`config.mk`:
```
export PLATFORM = sky130hd
export DESIGN_NAME = obstacle_engine
export DESIGN_NICKNAME = d
export VERILOG_FILES = /design/src/rtl/obstacle_engine.sv
export SDC_FILE = /design/constraint.sdc
export NUM_CORES = 1
export LEC_CHECK = 0
export BUFFER_PORTS_ARGS = -buffer_cell sky130_fd_sc_hd__buf_2
export CAP_MARGIN = 15
export CORE_MARGIN = 1
export CORE_UTILIZATION = 31
export DETAILED_ROUTE_END_ITERATION = 16
export HOLD_SLACK_MARGIN = 0.12
export SYNTH_ARGS = -nofsm -noshare
export SYNTH_HDL_FRONTEND = slang
export SYNTH_SLANG_ARGS = --single-unit
```
`constraint.sdc`:
```
create_clock -name clk -period 6.2 [get_ports clk]
set_input_delay 0.62 -clock clk [delete_from_list [all_inputs] [get_ports clk]]
set_output_delay 0.62 -clock clk [all_outputs]
set_load 0.005 [all_outputs]
```
`src/rtl/obstacle_engine.sv`:
```
// obstacle_engine: spawns ground obstacles from an LFSR, scrolls and retires them, ramps speed
// and flags dino overlap. Define SCORE_BCD_EN for a 4-digit packed BCD score.
module obstacle_engine #(
    parameter int unsigned SCREEN_W         = 640,
    parameter int unsigned OBS_W            = 20,
    parameter int unsigned OBS_H            = 40,
    parameter int unsigned DINO_X           = 60,
    parameter int unsigned DINO_W           = 20,
    parameter int unsigned SPEED_INIT       = 4,
    parameter int unsigned SPEED_MAX        = 10,
    parameter int unsigned SPEED_STEP_TICKS = 512,
    parameter int unsigned MIN_GAP          = 200,
    parameter int unsigned GAP_RAND_BITS    = 7,
    parameter logic [15:0] LFSR_SEED        = 16'hACE1
) (
    input  logic        clk,
    input  logic        rst_n,
    input  logic        game_tick,
    input  logic [9:0]  dino_y,
    input  logic        game_over,
    output logic        obs0_valid,
    output logic [10:0] obs0_x,
    output logic        obs1_valid,
    output logic [10:0] obs1_x,
    output logic [3:0]  speed,
    output logic [15:0] score,
    output logic        collision
);

    localparam logic [0:0] StRun    = 1'b0;
    localparam logic [0:0] StFrozen = 1'b1;

    localparam int unsigned TickW = (SPEED_STEP_TICKS > 1) ? $clog2(SPEED_STEP_TICKS) : 1;

    localparam logic [10:0] SpawnX    = 11'(SCREEN_W);
    localparam logic [11:0] ObsW      = 12'(OBS_W);
    localparam logic [9:0]  ObsH      = 10'(OBS_H);
    localparam logic [11:0] DinoLeft  = 12'(DINO_X);
    localparam logic [11:0] DinoRight = 12'(DINO_X + DINO_W);
    localparam logic [3:0]  SpeedInit = 4'(SPEED_INIT);
    localparam logic [3:0]  SpeedMax  = 4'(SPEED_MAX);
    localparam logic [9:0]  MinGap    = 10'(MIN_GAP);
    localparam logic [9:0]  GapSat    = 10'd1023;
    localparam logic [TickW-1:0] TickLast = TickW'(SPEED_STEP_TICKS - 1);
    localparam logic [15:0] LfsrMask  = 16'hB400;

    logic [0:0]       state_q, state_d;
    logic [15:0]      lfsr_q, lfsr_d;
    logic [1:0]       valid_q, valid_d;
    logic [10:0]      x_q [2];
    logic [10:0]      x_d [2];
    logic [3:0]       speed_q, speed_d;
    logic [15:0]      score_q, score_d;
    logic             collision_q, collision_d;
    logic [TickW-1:0] tick_cnt_q, tick_cnt_d;
    logic [9:0]       gap_cnt_q, gap_cnt_d;
    logic [9:0]       gap_target_q, gap_target_d;

    logic [1:0]       retire_cnt;
    logic [10:0]      gap_sum;

`ifdef SCORE_BCD_EN
    // Single BCD increment with per-digit carry; holds at 9999.
    function automatic logic [15:0] score_inc(input logic [15:0] s);
        logic [15:0] r;
        logic        carry;
        r     = s;
        carry = 1'b1;
        if (s != 16'h9999) begin
            for (int d = 0; d < 4; d++) begin
                if (carry) begin
                    if (r[4*d +: 4] == 4'd9) begin
                        r[4*d +: 4] = 4'd0;
                    end else begin
                        r[4*d +: 4] = r[4*d +: 4] + 4'd1;
                        carry       = 1'b0;
                    end
                end
            end
        end
        return r;
    endfunction
`else
    function automatic logic [15:0] score_inc(input logic [15:0] s);
        return (s == 16'hFFFF) ? s : s + 16'd1;
    endfunction
`endif

    always_comb begin
        lfsr_d = lfsr_q[0] ? ((lfsr_q >> 1) ^ LfsrMask) : (lfsr_q >> 1);
    end

    always_comb begin
        state_d      = state_q;
        valid_d      = valid_q;
        x_d          = x_q;
        speed_d      = speed_q;
        score_d      = score_q;
        tick_cnt_d   = tick_cnt_q;
        gap_cnt_d    = gap_cnt_q;
        gap_target_d = gap_target_q;
        retire_cnt   = 2'd0;
        gap_sum      = 11'(gap_cnt_q) + 11'(speed_q);

        if (state_q == StRun && game_tick) begin
            if (game_over) begin
                state_d = StFrozen;
            end else begin
                for (int i = 0; i < 2; i++) begin
                    if (valid_q[i]) begin
                        if (x_q[i] < 11'(speed_q)) begin
                            valid_d[i] = 1'b0;
                            retire_cnt = retire_cnt + 2'd1;
                        end else begin
                            x_d[i] = x_q[i] - 11'(speed_q);
                        end
                    end
                end

                gap_cnt_d = (gap_sum > 11'(GapSat)) ? GapSat : gap_sum[9:0];

                // Spawn decision uses the pre-tick gap but post-retire occupancy.
                if (gap_cnt_q >= gap_target_q && !(&valid_d)) begin
                    if (!valid_d[0]) begin
                        valid_d[0] = 1'b1;
                        x_d[0]     = SpawnX;
                    end else begin
                        valid_d[1] = 1'b1;
                        x_d[1]     = SpawnX;
                    end
                    gap_cnt_d    = '0;
                    gap_target_d = MinGap + 10'(lfsr_q[GAP_RAND_BITS-1:0]);
                end

                if (tick_cnt_q == TickLast) begin
                    tick_cnt_d = '0;
                    if (speed_q < SpeedMax) begin
                        speed_d = speed_q + 4'd1;
                    end
                end else begin
                    tick_cnt_d = tick_cnt_q + TickW'(1);
                end

                if (retire_cnt >= 2'd1) begin
                    score_d = score_inc(score_q);
                end
                if (retire_cnt == 2'd2) begin
                    score_d = score_inc(score_inc(score_q));
                end
            end
        end
    end

    always_comb begin
        collision_d = 1'b0;
        for (int i = 0; i < 2; i++) begin
            if (valid_q[i] && (12'(x_q[i]) < DinoRight) && ((12'(x_q[i]) + ObsW) > DinoLeft) &&
                (dino_y < ObsH)) begin
                collision_d = 1'b1;
            end
        end
    end

    always_ff @(posedge clk) begin
        if (!rst_n) begin
            state_q      <= StRun;
            lfsr_q       <= LFSR_SEED;
            valid_q      <= 2'b00;
            x_q[0]       <= '0;
            x_q[1]       <= '0;
            speed_q      <= SpeedInit;
            score_q      <= '0;
            collision_q  <= 1'b0;
            tick_cnt_q   <= '0;
            gap_cnt_q    <= GapSat;
            gap_target_q <= MinGap;
        end else begin
            state_q      <= state_d;
            lfsr_q       <= lfsr_d;
            valid_q      <= valid_d;
            x_q[0]       <= x_d[0];
            x_q[1]       <= x_d[1];
            speed_q      <= speed_d;
            score_q      <= score_d;
            collision_q  <= collision_d;
            tick_cnt_q   <= tick_cnt_d;
            gap_cnt_q    <= gap_cnt_d;
            gap_target_q <= gap_target_d;
        end
    end

    assign obs0_valid = valid_q[0];
    assign obs0_x     = x_q[0];
    assign obs1_valid = valid_q[1];
    assign obs1_x     = x_q[1];
    assign speed      = speed_q;
    assign score      = score_q;
    assign collision  = collision_q;

endmodule

```
**Word level (Yosys, flattened, before mapping)**

Index checks and enable logic that the tools add are counted.

- Bits in registers: 91
- Bits in latches: 0
- Memory bits (writable): 0
- Memory bits (read-only): 0
- Bits of input ports: 14
- Logic and storage cells: 91
- Memories kept: 0

- Add/sub/neg operators: 11
- $mul: 0
- Div/mod/pow operators: 0
- Magnitude comparators: 11
- Equal/unequal tests: 4
- Shift-type cells: 0
- Muxes and demuxes: 35
- Bitwise gates (word level): 3
- Reductions and logical operators: 16

Operators by type and width:

| operator | count |
|---|---|
| 16-bit two-way mux | 5 |
| 11-bit two-way mux | 6 |
| 16-bit by 1-bit adder with 16-bit output (second input constant) | 2 |
| 16-bit equality test (second input constant) | 2 |
| 11-bit by 5-bit adder with 12-bit output (second input constant) | 2 |
| 12-bit by 6-bit greater-than comparator with 1-bit output (second input constant) | 2 |
| 11-bit by 4-bit less-than comparator with 1-bit output | 2 |
| 11-bit by 7-bit less-than comparator with 1-bit output (second input constant) | 2 |
| 22-bit two-way mux | 1 |
| 11-bit by 4-bit subtractor with 11-bit output | 2 |
| 10-bit two-way mux | 2 |
| 2-bit two-way mux | 7 |
| 1-bit two-way mux | 13 |
| 10-bit by 4-bit adder with 11-bit output | 1 |
| 11-bit by 10-bit greater-than comparator with 1-bit output (second input constant) | 1 |
| 10-bit >= comparator | 1 |
| 10-bit by 6-bit less-than comparator with 1-bit output (second input constant) | 1 |
| 8-bit by 7-bit adder with 9-bit output (first input constant) | 1 |
| 9-bit by 1-bit adder with 9-bit output (second input constant) | 1 |
| 9-bit equality test (second input constant) | 1 |
| 9-bit two-way mux | 1 |
| 1-bit logical AND | 8 |
| 2-bit AND reduction | 3 |
| 3-bit AND reduction | 2 |
| 10 further kinds | 11 |

**Longest topological paths before layout**

Gate-level depths: netlist of run 1.

- Depth in word-level cells: 13
- Depth in mapped cells: 16
- Mapped depth without buffers: 15

**Least setup slack after synthesis of run 1**

OpenSTA, ideal clock, no wires.

- Path kind: reg2reg
- From: register speed_q[1], in the netlist speed[1]
- To: register score_q[14], in the netlist score[14]
- Library setup time: 0.121 ns
- Arrival: 3.222 ns
- Data required time: 6.079 ns
- Setup slack: 2.856 ns
- Cell stages (with the launch flop): 14
- Period minus slack after synthesis: 3.344 ns
- Cell sequence: dfxtp_1 > inv_1 > ha_1 > nor2b_1 > o31a_1 > nor4b_4 > ha_1 > or2_2 > clkbuf_1 > nor3_2 > nand2_1 > nor3b_1 > mux2i_1 > a21oi_1

- Word-level cells in the longest chain between the ends: 13
- Elaborated cells between the ends (all ways): 16

Ends and longest elaborated chain:

| item | line | RTL |
|---|---|---|
| from (decl) | 52 | `logic [3:0] speed_q, speed_d;` |
| from (signal assigned) | 171 | `speed_q <= SpeedInit;` |
| from (signal assigned) | 183 | `speed_q <= speed_d;` |
| 11-bit by 4-bit less-than comparator with 1-bit output | 111 | `if (x_q[i] < 11'(speed_q)) begin` |
| 1-bit two-way mux | 111 |  |
| 1-bit two-way mux | 110 | `if (valid_q[i]) begin` |
| 2-bit two-way mux | 106 | `if (game_over) begin` |
| 2-bit two-way mux | 105 | `if (state_q == StRun && game_tick) begin` |
| 2-bit by 1-bit adder with 2-bit output | 113 | `retire_cnt = retire_cnt + 2'd1;` |
| 2-bit two-way mux | 111 |  |
| 2-bit two-way mux * | 110 |  |
| 2-bit two-way mux * | 106 |  |
| 2-bit two-way mux * | 105 |  |
| 2-bit by 1-bit >= comparator with 1-bit output or 2-bit equality test (tied branches) | 144, 147 |  |
| 2-bit nonzero test (no line) | - |  |
| 3-bit AND reduction (no line) | - |  |
| to (signal assigned) | 184 | `score_q <= score_d;` |
| to (decl) | 53 | `logic [15:0] score_q, score_d;` |

Every way passes the cells marked *; elsewhere a longest branch is shown, timed or not. The select of a mux whose other input is x is not followed.
A chain may end at the register's enable or synchronous reset.

**Worst setup path after layout of run 1**

- From: register score_q[0], in the netlist score[0]
- To: register score_q[2], in the netlist score[2]

- Word-level cells in the longest chain between the ends: 5
- Elaborated cells between the ends (all ways): 8

Ends and longest elaborated chain:

| item | line | RTL |
|---|---|---|
| 16-bit by 1-bit adder with 16-bit output or 16-bit equality test (tied branches) | 85 | `return (s == 16'hFFFF) ? s : s + 16'd1;` |
| 16-bit two-way mux * | 85 |  |
| 16-bit by 1-bit adder with 16-bit output or 16-bit equality test (tied branches) | 85 |  |
| 16-bit two-way mux | 85 |  |
| 16-bit two-way mux * | 147 | `if (retire_cnt == 2'd2) begin` |

Marks and branches as above.

==> results.md, run 1 <==
- Max-slew headroom: 36.9%
- Internal power: 1010 uW
- Post-synthesis cell type count: 82
- Highest-count cells in the layout ignoring fill and taps: dfxtp_1 (90), nand2_1 (65), buf_2 (55)
- Met2 usage: 24.6%
- Post-Syn Nets: 730
- Largest net degree at the start of global routing: 53
- Clk pwr share: 44.7%
- Diodes inserted: 0
- Top cells by area, synth: dfxtp_1 (32%), ha_1 (6.2%), a21oi_1 (4.4%), nand2_1 (4.3%), o21ai_0 (3.6%)
- Gr usage total: 15.8%
- DRC: 0
- Worst-Margin Slew: 0.938 ns
- Die Height: 137 um
- Detailed Place HPWL: 9.63 mm
- Maximum VDD drop: 0.178 mV
- Via-per-instance ratio: 5.42
- Clock tree sinks: 90
- First-pass GRT wire length: 23.4 mm
- Most common cell after layout, fill and taps aside: dfxtp_1
- DIE AREA: 0.0187 mm^2
- TritonCTS clock tree: yes
- Sequential Power Share: 45.5%
- Mapped Area: 0.00563 mm^2
- Initial Utilization: 32.1%
- Vias in the first global route: 4693
- Met3 Use GR: 4.07%
- Clk Tree Root Cell: clkbuf_16
- Grt total ovfl: 0
- Core Footprint: 0.0175 mm^2
- Met1 Usage GRT: 21.2%
- Routed Antenna Nets: 0
- Total power: 1370 uW
- Clock skew: 0.00884 ns
- Hold Vio Cnt, Final: 0
- Sequential area share after synthesis: 32.0%
- H-tree Lvls: 3
- Iteration-0 DRC Markers: 332
- Synthesized area per cell: 8.22 um^2
- Worst min path class: reg2reg
- Num CTS Buffers: 9
- Critical path fanouts, max: 13
- PortBufs: 55
- Crit path time final: 3.69 ns
- Area post-placement: 0.00602 mm^2
- CTS Hold Bufs: 0
- Combinational power share: 9.7%
- Max cap viols: 0
- Synth area leader: dfxtp_1
- NumNets Final: 762
- Asr flop ratio synth: 0%
- Reg2Reg Depth: 14
- YS warnings: 0
- Setup-violating endpoint count in the final report: 0
- Number of synthesized flops with an enable pin: 0
- Die W: 137 um
- WL final: 13.8 mm
- Final TNS setup: 0 ns
- Critical path required time: 6.43 ns
- Switching Share: 26.1%
- Antenna violations before repair: 0
- Fmax: 0.271 GHz
- Share of cells above drive strength 1: 14.8%
- Num rows: 48
- Period Utilization, post-route: 59.5%
- Via count: 5131
- IO Pins: 59
- Global routing's busiest layer: met2
- Hold path cells: 1
- Max-slew violations: 0
- Yosys reg bits: 90
- # resized after CTS: 0
- CP startpoint kind: flop
- Gpl congestion: 0.908
- RSZ-0062 raised after global routing: false
- Synth-to-Final Area Change: 12.6%
- Skew-Pair Late Insertion Delay: 0.35 ns
- Worst-path clk slew: 0.07 ns
- Router iterations before antenna repair: 5
- WL/cell: 14.6 um
- Switching power: 356 uW
- Post-synthesis cell count: 685
- Critical Path Sink Type: flop
- Critical path class: reg2reg
- P per Cell Area: 215 mW/mm^2
- Status: complete, no violations
- Post-CTS Setup Bufs: 0
- Post-synth top area share: 32.0%
- Maximum clock path buffer count: 2
- P_leak: 0.00246 uW
- Worst path arrival time: 3.92 ns
- Most used DFF post-synth: dfxtp_1
- Post-route cell area: 0.00634 mm^2
routing by layer:
metal	vias up	wire length [um]
met1	2415	6850
met5	-	0
met3	18	715
li1	2575	-
met2	123	6060
met4	0	205
worst max-delay path, cell delays in order (launching register included):
cell,delay (ns)
dfxtp_1,0.53
ha_1,0.49
and4_4,0.40
nand2_4,0.09
nor2_1,0.28
nand2_1,0.09
nand2_1,0.10
ha_1,0.19
nand2_1,0.06
a311o_1,0.31
nor3_1,0.22
and4b_4,0.37
nor2_2,0.09
a22oi_1,0.24
a2111oi_2,0.08
per-stage QoR:
step	setup slack (ns)	hold WS [ns]	util, %	cells
4_1_cts	2.53	0.422	36.2	947
5_1_grt	2.15	0.435	36.2	947
3_5_place_dp	2.54	0.396	34.3	931
2_1_floorplan	2.86	0.386	-	685
6_report	2.51	0.413	36.2	947
3_3_place_gp	2.56	0.393	34.3	931
power by group through the flow:
stage,Clock [uW],Sequential (uW),Combinational (uW)
floorplan,0,628,101
global placement,0,635,132
detailed placement,0,635,133
CTS,630,622,134
global route,651,626,152
finish,611,622,133
flip-flops by register name, summed over array words and instances, names as in the netlist:
signal / cells
lfsr_q: 16
tick_cnt_q: 9
valid_q: 2
gap_target_q: 9
speed: 4
obs1_x: 11
gap_cnt_q: 10
state_q: 1
obs0_x: 11
collision: 1
score: 16
final timing paths:
path / from / end / slack [ns]
worst max-delay path: score[0] / score[2] / 2.51
worst min-delay path: lfsr_q[8] / lfsr_q[7] / 0.41
worst max register to register: score[0] / score[2] / 2.51
worst min register to register: lfsr_q[8] / lfsr_q[7] / 0.41
logic make-up (layout without fill, tap and decap cells):
kind of cell             Yosys count  after routing  synth area share [%]
flip-flops                        90             90                  32.0
buffers and inverters             65            102                  5.58
AO/OA/AOI/OAI                    179            179                  21.1
adder cells (fa/ha/maj)           31             31                  7.29
AND/OR/NAND/NOR                  280            280                  27.5
XOR/XNOR                          29             29                  4.51
multiplexers                      11             11                  1.98
final cells by class:
type                            count  area [um^2]
Fill cell                        1840        11200
Multi-Input combinational cell    530         3520
Sequential cell                    90         1800
Timing Repair Buffer               61          320
Tap cell                          225          282
Clock buffer                        9          225
Clock inverter                      7          100
Inverter                           25         93.8
cell usage after synthesis, drive strengths merged, types with 5 or more instances:
master	n
o211ai	9
o21a	5
nand2b	12
nor3	18
or3	6
nand4b	7
o31ai	8
and3	11
nor4	16
a21o	8
xnor2	16
ha	28
o2111ai	5
xor2	13
mux2i	10
nand2	68
and4	5
o21ai	45
a31oi	7
buf	15
clkbuf	25
o31a	6
nor2b	7
and2	10
dfxtp	90
a211oi	5
nand4	13
nand3	37
inv	24
a21oi	50
nor2	52
Note: power is estimated with default switching activity, not from simulation.
==> run 2: changes to the inputs <==
- ABC_AREA: default -> 1
- clock period: 6.2 -> 3.2 ns (I/O delays scaled with it)
==> run 2 against run 1 <==
Net effect:
- clock skew rose by 0.00080 ns
- non-clock buffer count is 17 higher
- register-to-register slack lost 2.2 ns
- count of clock-buffer cells in the layout is 2 higher
- combinational power rose to 2.5 times the previous value
- setup slack worse by 2.2 ns
- cell count increased by 23%
- routed wire length increased by 5.7%
- die area unchanged
- global-route usage rose by 0.86 points
- critical path type unchanged
- largest power group unchanged
==> results.md, run 2 <==
- Status: complete, no violations
- Period Utilization, post-route: 89.9%
- Die W: 137 um
- Sequential area share after synthesis: 32.0%
- Num rows: 48
- Maximum VDD drop: 0.237 mV
- WL/cell: 12.6 um
- Gr usage total: 16.6%
- Crit path time final: 2.88 ns
- Max cap viols: 0
- Die Height: 137 um
- Fmax: 0.347 GHz
- PortBufs: 55
- DRC: 0
- Via-per-instance ratio: 4.82
- Via count: 5598
- Num CTS Buffers: 9
- Mux cell area share after synthesis: 0%
- Post-Syn Nets: 907
- Worst-path clk slew: 0.07 ns
- Post-synthesis cell count: 862
- Post-synth top area share: 32.0%
- Routed Antenna Nets: 0
- Final TNS setup: 0 ns
- Maximum clock path buffer count: 2
- Hold Vio Cnt, Final: 0
- Compound-Gate Fraction of Synth Area: 14.9%
- Asr flop ratio synth: 0%
- First-pass GRT wire length: 24.6 mm
- CP startpoint kind: flop
- Clock tree sinks: 90
- Synth-to-Final Area Change: 17.9%
- Synth Area in XOR/XNOR: 2.33%
- Core Footprint: 0.0175 mm^2
- Largest net degree at the start of global routing: 41
- Post-Synth Simple-Gate Area: 34.2%
- Antenna violations before repair: 0
- Critical path class: reg2reg
- Synth area leader: dfxtp_1
- CP endpoint: score[11]
- Most common cell after layout, fill and taps aside: nand2_1
- Yosys reg bits: 90
- Iteration-0 DRC Markers: 263
- Adder-cell share of the synthesized area: 7.29%
- DIE AREA: 0.0187 mm^2
- Vias in the first global route: 5078
- Layout Utilization: 37.9%
- Critical path fanouts, max: 5
- Clock skew: 0.00964 ns
- Max-slew violations: 0
- Grt total ovfl: 0
- YS warnings: 0
- Worst r2r src: speed[1]
- Critical Path Sink Type: flop
- Max-slew headroom: 29.6%
- Worst-Margin Slew: 1.06 ns
- IO Pins: 59
- RSZ-0062 raised after global routing: false
- Diodes inserted: 0
- Worst min path class: in2reg
- Count leader, synth: nand2_1
- Synthesized area per cell: 6.53 um^2
- Share of cells above drive strength 1: 15.2%
- Most used DFF post-synth: dfxtp_1
- Number of synthesized flops with an enable pin: 0
- Commonest cells in the netlist: nand2_1 (200), inv_1 (110), nor2_1 (109), dfxtp_1 (90), a21oi_1 (64)
- Router iterations before antenna repair: 6
- Clk Tree Root Cell: clkbuf_16
- H-tree Lvls: 3
- WL final: 14.6 mm
- Post-synthesis cell type count: 41
- Top cells by area, synth: dfxtp_1 (32%), nand2_1 (13%), inv_1 (7.3%), nor2_1 (7.3%), ha_1 (6.2%)
- Gpl congestion: 0.901
- Critical path origin: speed[1]
- Setup-violating endpoint count in the final report: 0
- Critical path required time: 3.47 ns
- TritonCTS clock tree: yes
- Initial Utilization: 32.1%
- Highest-count cells in the layout ignoring fill and taps: nand2_1 (200), inv_1 (108), nor2_1 (105)
- Reg2Reg Depth: 21
- Main combinational cell family by area after synthesis: simple AND/OR/NAND/NOR gates
- P per Cell Area: 408 mW/mm^2
- Skew-Pair Late Insertion Delay: 0.35 ns
- Detailed Place HPWL: 10.8 mm
- Mapped Area: 0.00563 mm^2
- Worst path arrival time: 3.15 ns
- Reg2Reg Setup Slack: 0.32 ns
- NumNets Final: 976
- RR Endpoint: score[11]
- P_leak: 0.00302 uW
-- run 2: stage by stage --
step	setup slack [ns]	cells	total power (uW)	instance area (um^2)	hold slack (ns)
final	0.322	1161	2710	6640	0.233
after global routing	0.00589	1161	2850	6640	0.251
after CTS	0.0935	1159	2740	6570	0.219
after detailed placement	0.128	1143	1570	6250	0.398
after global placement	0.174	1143	1570	6250	0.394
after floorplan	0.367	862	1470	5630	0.390
-- run 2: repair_timing --
item | CTS | global route
gates resized for setup | 0 | 13
endpoints found under the setup margin | 0 | 15
buffers inserted | 0 | 2
hold buffers | 0 | 0
-- run 2: layout make-up --
type / count / area, um^2
multi-input combinational: 639 / 3360
clock inverter: 5 / 77.6
timing repair buffer: 78 / 448
inverter: 113 / 424
sequential: 90 / 1800
fill: 1903 / 10900
tap: 225 / 282
clock buffer: 11 / 243
-- run 2: worst min-delay path by stage --
stage,slack (ns),to,cells past startpoint,start
global route,0.25,state_q,3,game_tick
floorplan,0.39,lfsr_q[14],2,lfsr_q[15]
detailed placement,0.40,lfsr_q[7],1,lfsr_q[8]
global placement,0.39,lfsr_q[7],1,lfsr_q[8]
finish,0.23,state_q,3,game_tick
CTS,0.22,state_q,3,game_tick
-- run 2: cells by family after synthesis --
logic type | Yosys count
AND/OR/NAND/NOR | 439
AO/OA/AOI/OAI | 154
buffers and inverters | 133
flip-flops | 90
adder cells (fa/ha/maj) | 31
XOR/XNOR | 15
-- run 2: power breakdown --
part	leakage (uW)	total [uW]	internal, uW	switching (uW)
clock	0.000156	1160	704	454
combinational	0.00213	338	128	210
sequential	0.000737	1220	1170	45.2
-- run 2: per-layer routing --
metal | track usage, % | up-vias | share of wire, %
li1 | - | 2943 | -
met1 | 22.1 | 2549 | 50
met2 | 27.2 | 90 | 45
met3 | 2.85 | 16 | 3.8
met4 | 5.37 | 0 | 1.1
met5 | 0 | - | 0
-- run 2: worst max-delay path, stage by stage (launching register included) --
cell and delay [ns]:
dfxtp_2 0.37, inv_1 0.10, ha_1 0.28, nand3_1 0.08, nand2_1 0.07, nand2_1 0.08, nand2_1 0.08, nor2_2 0.10
nand2_1 0.09, inv_1 0.14, ha_1 0.26, inv_1 0.06, nand3_1 0.13, inv_2 0.15, nand3_1 0.10, nor2_2 0.13
nand3_1 0.12, nor2_1 0.16, nand2_1 0.07, nand2_1 0.06, nand2_1 0.04, a21oi_1 0.13
